[src/rtl/cmd_sequencer.sv]
// Host-command sequencer: accepts one 16-bit command at a time, dispatches EXEC ops and returns one response byte.
// Optional execution timeout is enabled by defining CMD_TIMEOUT_EN.
module cmd_sequencer #(
  parameter logic [7:0] ACK       = 8'hA5,
  parameter logic [7:0] NAK       = 8'hEE,
  parameter logic [7:0] TO_RESP   = 8'hE7,
  parameter int         TO_CYCLES = 1_000_000
) (
  input  logic        clk,
  input  logic        rst,
  input  logic        cmd_rdy,
  input  logic [15:0] cmd,
  output logic        clr_cmd_rdy,
  output logic        trmt,
  output logic [7:0]  resp,
  input  logic        tx_done,
  output logic        exe_strt,
  output logic [2:0]  exe_op,
  output logic [11:0] exe_arg,
  input  logic        exe_done,
  output logic        exe_abort,
  output logic        busy
);

  typedef enum logic [2:0] {IDLE, DECODE, WAIT_EXE, SEND, WAIT_TX} state_t;

  state_t      state, state_next;
  logic [15:0] cmd_q, cmd_q_next;
  logic [7:0]  resp_next;
  logic [2:0]  exe_op_next;
  logic [11:0] exe_arg_next;
  logic [3:0]  err_cnt, err_cnt_next;
  logic [3:0]  last_op, last_op_next;
  logic        clr_next, trmt_next, strt_next, abort_next, busy_next;
  logic [3:0]  opcode;
  logic [3:0]  err_inc;

  assign opcode  = cmd_q[15:12];
  assign err_inc = (err_cnt == 4'hF) ? err_cnt : err_cnt + 4'd1;

`ifdef CMD_TIMEOUT_EN
  logic [31:0] to_cnt, to_cnt_next;
`endif

  always_comb begin
    state_next   = state;
    cmd_q_next   = cmd_q;
    resp_next    = resp;
    exe_op_next  = exe_op;
    exe_arg_next = exe_arg;
    err_cnt_next = err_cnt;
    last_op_next = last_op;
    clr_next     = 1'b0;
    trmt_next    = 1'b0;
    strt_next    = 1'b0;
    abort_next   = 1'b0;
`ifdef CMD_TIMEOUT_EN
    to_cnt_next  = to_cnt;
`endif
    case (state)
      IDLE: begin
        if (cmd_rdy) begin
          cmd_q_next = cmd;
          clr_next   = 1'b1;
          state_next = DECODE;
        end
      end
      DECODE: begin
        if (opcode == 4'h0) begin
          resp_next    = ACK;
          last_op_next = opcode;
          state_next   = SEND;
        end else if (opcode <= 4'h7) begin
          exe_op_next  = cmd_q[14:12];
          exe_arg_next = cmd_q[11:0];
          strt_next    = 1'b1;
          last_op_next = opcode;
          state_next   = WAIT_EXE;
`ifdef CMD_TIMEOUT_EN
          to_cnt_next  = 32'd0;
`endif
        end else if (opcode == 4'h8) begin
          // STATUS reports last_op as it stood before this command
          resp_next    = {err_cnt, last_op};
          last_op_next = opcode;
          state_next   = SEND;
        end else begin
          resp_next    = NAK;
          err_cnt_next = err_inc;
          state_next   = SEND;
        end
      end
      WAIT_EXE: begin
        if (exe_done) begin
          resp_next  = ACK;
          state_next = SEND;
        end
`ifdef CMD_TIMEOUT_EN
        else if (to_cnt == 32'(TO_CYCLES - 1)) begin
          abort_next   = 1'b1;
          resp_next    = TO_RESP;
          err_cnt_next = err_inc;
          state_next   = SEND;
        end else begin
          to_cnt_next = to_cnt + 32'd1;
        end
`endif
      end
      SEND: begin
        trmt_next  = 1'b1;
        state_next = WAIT_TX;
      end
      WAIT_TX: begin
        if (tx_done) state_next = IDLE;
      end
      default: state_next = IDLE;
    endcase
    busy_next = (state_next != IDLE);
  end

  always_ff @(posedge clk or posedge rst) begin
    if (rst) begin
      state       <= IDLE;
      cmd_q       <= 16'h0000;
      resp        <= 8'h00;
      exe_op      <= 3'd0;
      exe_arg     <= 12'h000;
      err_cnt     <= 4'h0;
      last_op     <= 4'h0;
      clr_cmd_rdy <= 1'b0;
      trmt        <= 1'b0;
      exe_strt    <= 1'b0;
      exe_abort   <= 1'b0;
      busy        <= 1'b0;
    end else begin
      state       <= state_next;
      cmd_q       <= cmd_q_next;
      resp        <= resp_next;
      exe_op      <= exe_op_next;
      exe_arg     <= exe_arg_next;
      err_cnt     <= err_cnt_next;
      last_op     <= last_op_next;
      clr_cmd_rdy <= clr_next;
      trmt        <= trmt_next;
      exe_strt    <= strt_next;
      exe_abort   <= abort_next;
      busy        <= busy_next;
    end
  end

`ifdef CMD_TIMEOUT_EN
  always_ff @(posedge clk or posedge rst) begin
    if (rst) to_cnt <= 32'd0;
    else     to_cnt <= to_cnt_next;
  end
`endif

endmodule

[config.mk]
export PLATFORM = sky130hd
export DESIGN_NAME = cmd_sequencer
export DESIGN_NICKNAME = d
export VERILOG_FILES = /design/src/rtl/cmd_sequencer.sv
export SDC_FILE = /design/constraint.sdc
export NUM_CORES = 1
export LEC_CHECK = 0
export BUFFER_PORTS_ARGS = -buffer_cell sky130_fd_sc_hd__clkbuf_2
export CAP_MARGIN = 10
export CORE_MARGIN = 10
export CORE_UTILIZATION = 30
export DETAILED_ROUTE_END_ITERATION = 8
export SLEW_MARGIN = 5
export SYNTH_ARGS = -nofsm -noshare
export SYNTH_HDL_FRONTEND = slang
export SYNTH_SLANG_ARGS = --single-unit
[constraint.sdc]
create_clock -name clk -period 4.1 [get_ports clk]
set_input_delay 0 -clock clk [delete_from_list [all_inputs] [get_ports clk]]
set_output_delay 0 -clock clk [all_outputs]
set_load 0.05 [all_outputs]
==> results.json <==
{
  "status": "complete, no violations",
  "setup_viol": 0,
  "htreeDepth": 2,
  "r2r-start": "state[2]$_DFF_PP0_",
  "clock_latency_ns": 0.30,
  "numPortBuffers": 47,
  "tns_ns": 0,
  "grt_pass1_vias": 1544,
  "ys_types": 38,
  "synth.avg_cell_area_um2": 14.6,
  "rows": 31,
  "final_core_util_pct": 39.2,
  "crit_start": "state[2]$_DFF_PP0_",
  "synthCells": 155,
  "drive_gt1_share_pct": 42.3,
  "dp_hpwl_um": 3260,
  "synth_nets": 177,
  "cp_cell_sequence": "nor4b_4, mux2_2",
  "hold_viol": 0,
  "cts_buffer_depth": 2,
  "slew_viol_final": 0,
  "ys_ff_latch": 54,
  "dr.pass1.iters": 4,
  "post_cts_buffers": 0,
  "synth_most_common_cell": "dfrtp_1",
  "wl_um": 4520,
  "crit_path_end_kind": "flip-flop",
  "die-area_um2": 11400,
  "netlist_area_um2": 2260,
  "drtIter0Drc": 39,
  "syn_to_final_growth_pct": 26.6,
  "worst_slew_pin_slew_ns": 1.15,
  "r2r_cells": 2,
  "cts_tree": "yes",
  "crit_path_top_delay_cell": "nor4b_4",
  "cap_violations": 0,
  "maxSlewHeadroom_pct": 23.1,
  "yosysTopAreaCellShare_pct": 59.9,
  "cts_buffers": 5,
  "fill_cells": 721,
  "initial_core_util_pct": 31.0,
  "yosysTopAreaCell": "dfrtp_1",
  "p_leak_nw": 1.30,
  "gp_congestion": 0.729,
  "die_x_um": 107,
  "finalClockSkew_ns": 0.00869,
  "ant_nets": 0,
  "holdPathStages": 3,
  "avgViaCountPerCell": 4.42,
  "grt_overflow": 0,
  "yosysSeqAreaShare_pct": 59.9,
  "worst_setup_path_start_kind": "flip-flop",
  "drc": 0,
  "fmax_mhz": 484,
  "grt_max_degree": 55,
  "core_um2": 7290,
  "max-vdd-ir-drop_v": 0.000412,
  "grt_usage_pct": 8.45,
  "cts-root-buf": "clkbuf_8",
  "ys.flop_type": "dfrtp_1",
  "synth_common_cells": "54 x dfrtp_1, 30 x mux2_2, 9 x mux2_1",
  "hp-class": "in -> reg",
  "setup.worst_path.class": "reg -> reg",
  "cp.arrival_ns": 2.26,
  "antenna_found_initial": 0,
  "ctsResizeCount": 0,
  "cts.reportedPaths.clkPinSlew_ns": 0.09,
  "synth_warnings": 0,
  "grt_setup_unrepaired": "false",
  "power_density_nw_per_um2": 876,
  "required_ns": 4.29,
  "n_antenna_cell": 0,
  "period_needed_ns": 2.07,
  "num_io_pins": 49,
  "ys_top_cells_by_area": "dfrtp_1 60%, mux2_2 15%, mux2_1 4.5%, nor4b_4 2.1%, buf_4 1.3%",
  "synth_edf_count": 0,
  "worst_hold_startpoint": "tx_done",
  "finalCritPeriodShare_pct": 50.4,
  "final_nets": 242,
  "num_vias": 1410,
  "grt_pass1_wl_um": 7870,
  "avgRoutedWirePerCell_um": 14.2,
  "synth-async-reset-ratio_pct": 100,
  "cp_max_fo": 18,
  "die_h_um": 107,
  "critPathMaxStageDelay_ns": 1.02,
  "clkSinkCount": 54,
  "cts_hold_buf": 17
}
-- area by class of cell --
type,instances,area (um^2),area share [%]
clock buffer,5,68.8,2.41
timing repair buffer,65,413,14.4
inverter,5,18.8,0.657
tap,99,124,4.33
clock inverter,2,38.8,1.36
sequential,54,1350,47.3
multi-input combinational,89,843,29.5
-- worst paths after layout --
kind                                               end  slack, ns
worst max register to register    cmd_q[1]$_DFFE_PP0P_       2.03
worst min register to register  exe_arg[3]$_DFFE_PP0P_       0.49
worst max-delay path              cmd_q[1]$_DFFE_PP0P_       2.03
min in group asynchronous         cmd_q[9]$_DFFE_PP0P_       0.42
worst min-delay path                state[2]$_DFF_PP0_       0.03
max in group asynchronous          resp[5]$_DFFE_PP0P_       3.24
-- routing by layer --
metal / vias up / routed length, um / GRT usage [%]
met5: - / 0 / 0
li1: 688 / - / -
met4: 0 / 29 / 2.90
met1: 683 / 2180 / 10.8
met2: 34 / 2110 / 13.2
met3: 5 / 209 / 2.69
-- sequential cells by signal, summed over array words and instances (netlist names), 3 cells and up --
signal,count
last_op,4
err_cnt,4
exe_op,3
state,3
cmd_q,16
exe_arg,12
resp,8
-- per-stage QoR --
stage                     hold slack [ns]  instances  setup WS [ns]  instance area [um^2]  power, W
after floorplan                     0.135        155           2.41                  2260   0.00192
after global placement              0.220        295           2.07                  2580   0.00216
after detailed placement            0.219        295           2.00                  2580   0.00218
after CTS                          0.0253        319           1.98                  2860   0.00255
after global routing               0.0294        319           1.85                  2860   0.00267
final                              0.0252        319           2.03                  2860   0.00250
-- layout by cell type, fill, tap and decap left out, types with 3 or more instances in the layout --
| master | instances |
|---|---|
| clkbuf_8 | 5 |
| dlygate4sd3_1 | 17 |
| nand2_1 | 3 |
| clkbuf_2 | 47 |
| inv_1 | 4 |
| a211oi_1 | 3 |
| nand3_1 | 3 |
| mux2_1 | 9 |
| dfrtp_1 | 54 |
| a22o_1 | 3 |
| mux2_2 | 30 |
| or3_1 | 4 |
-- logic make-up after synthesis --
| kind of cell | count (synthesis) | synth area share [%] |
|---|---|---|
| compound gates | 14 | 5.21 |
| mux | 40 | 19.9 |
| xor+xnor | 2 | 0.776 |
| simple gates | 31 | 10.8 |
| flops | 54 | 59.9 |
| buf+inv | 12 | 2.77 |
| fa+ha+maj | 1 | 0.554 |
| other cells | 1 | 0.166 |
-- where the power goes --
part	leakage, nW	switching (W)	internal, W
sequential	0.646	0.000190	0.000787
combinational	0.598	0.000740	0.000437
clock	0.0542	0.000168	0.000180
-- critical path, delay by kind of cell (launching register included) --
kind / cells / cell delay [ns]
DFF: 1 / 0.51
muxes: 1 / 0.42
and+or+nand+nor: 1 / 1.02
Power figures use the tool's default switching activity.
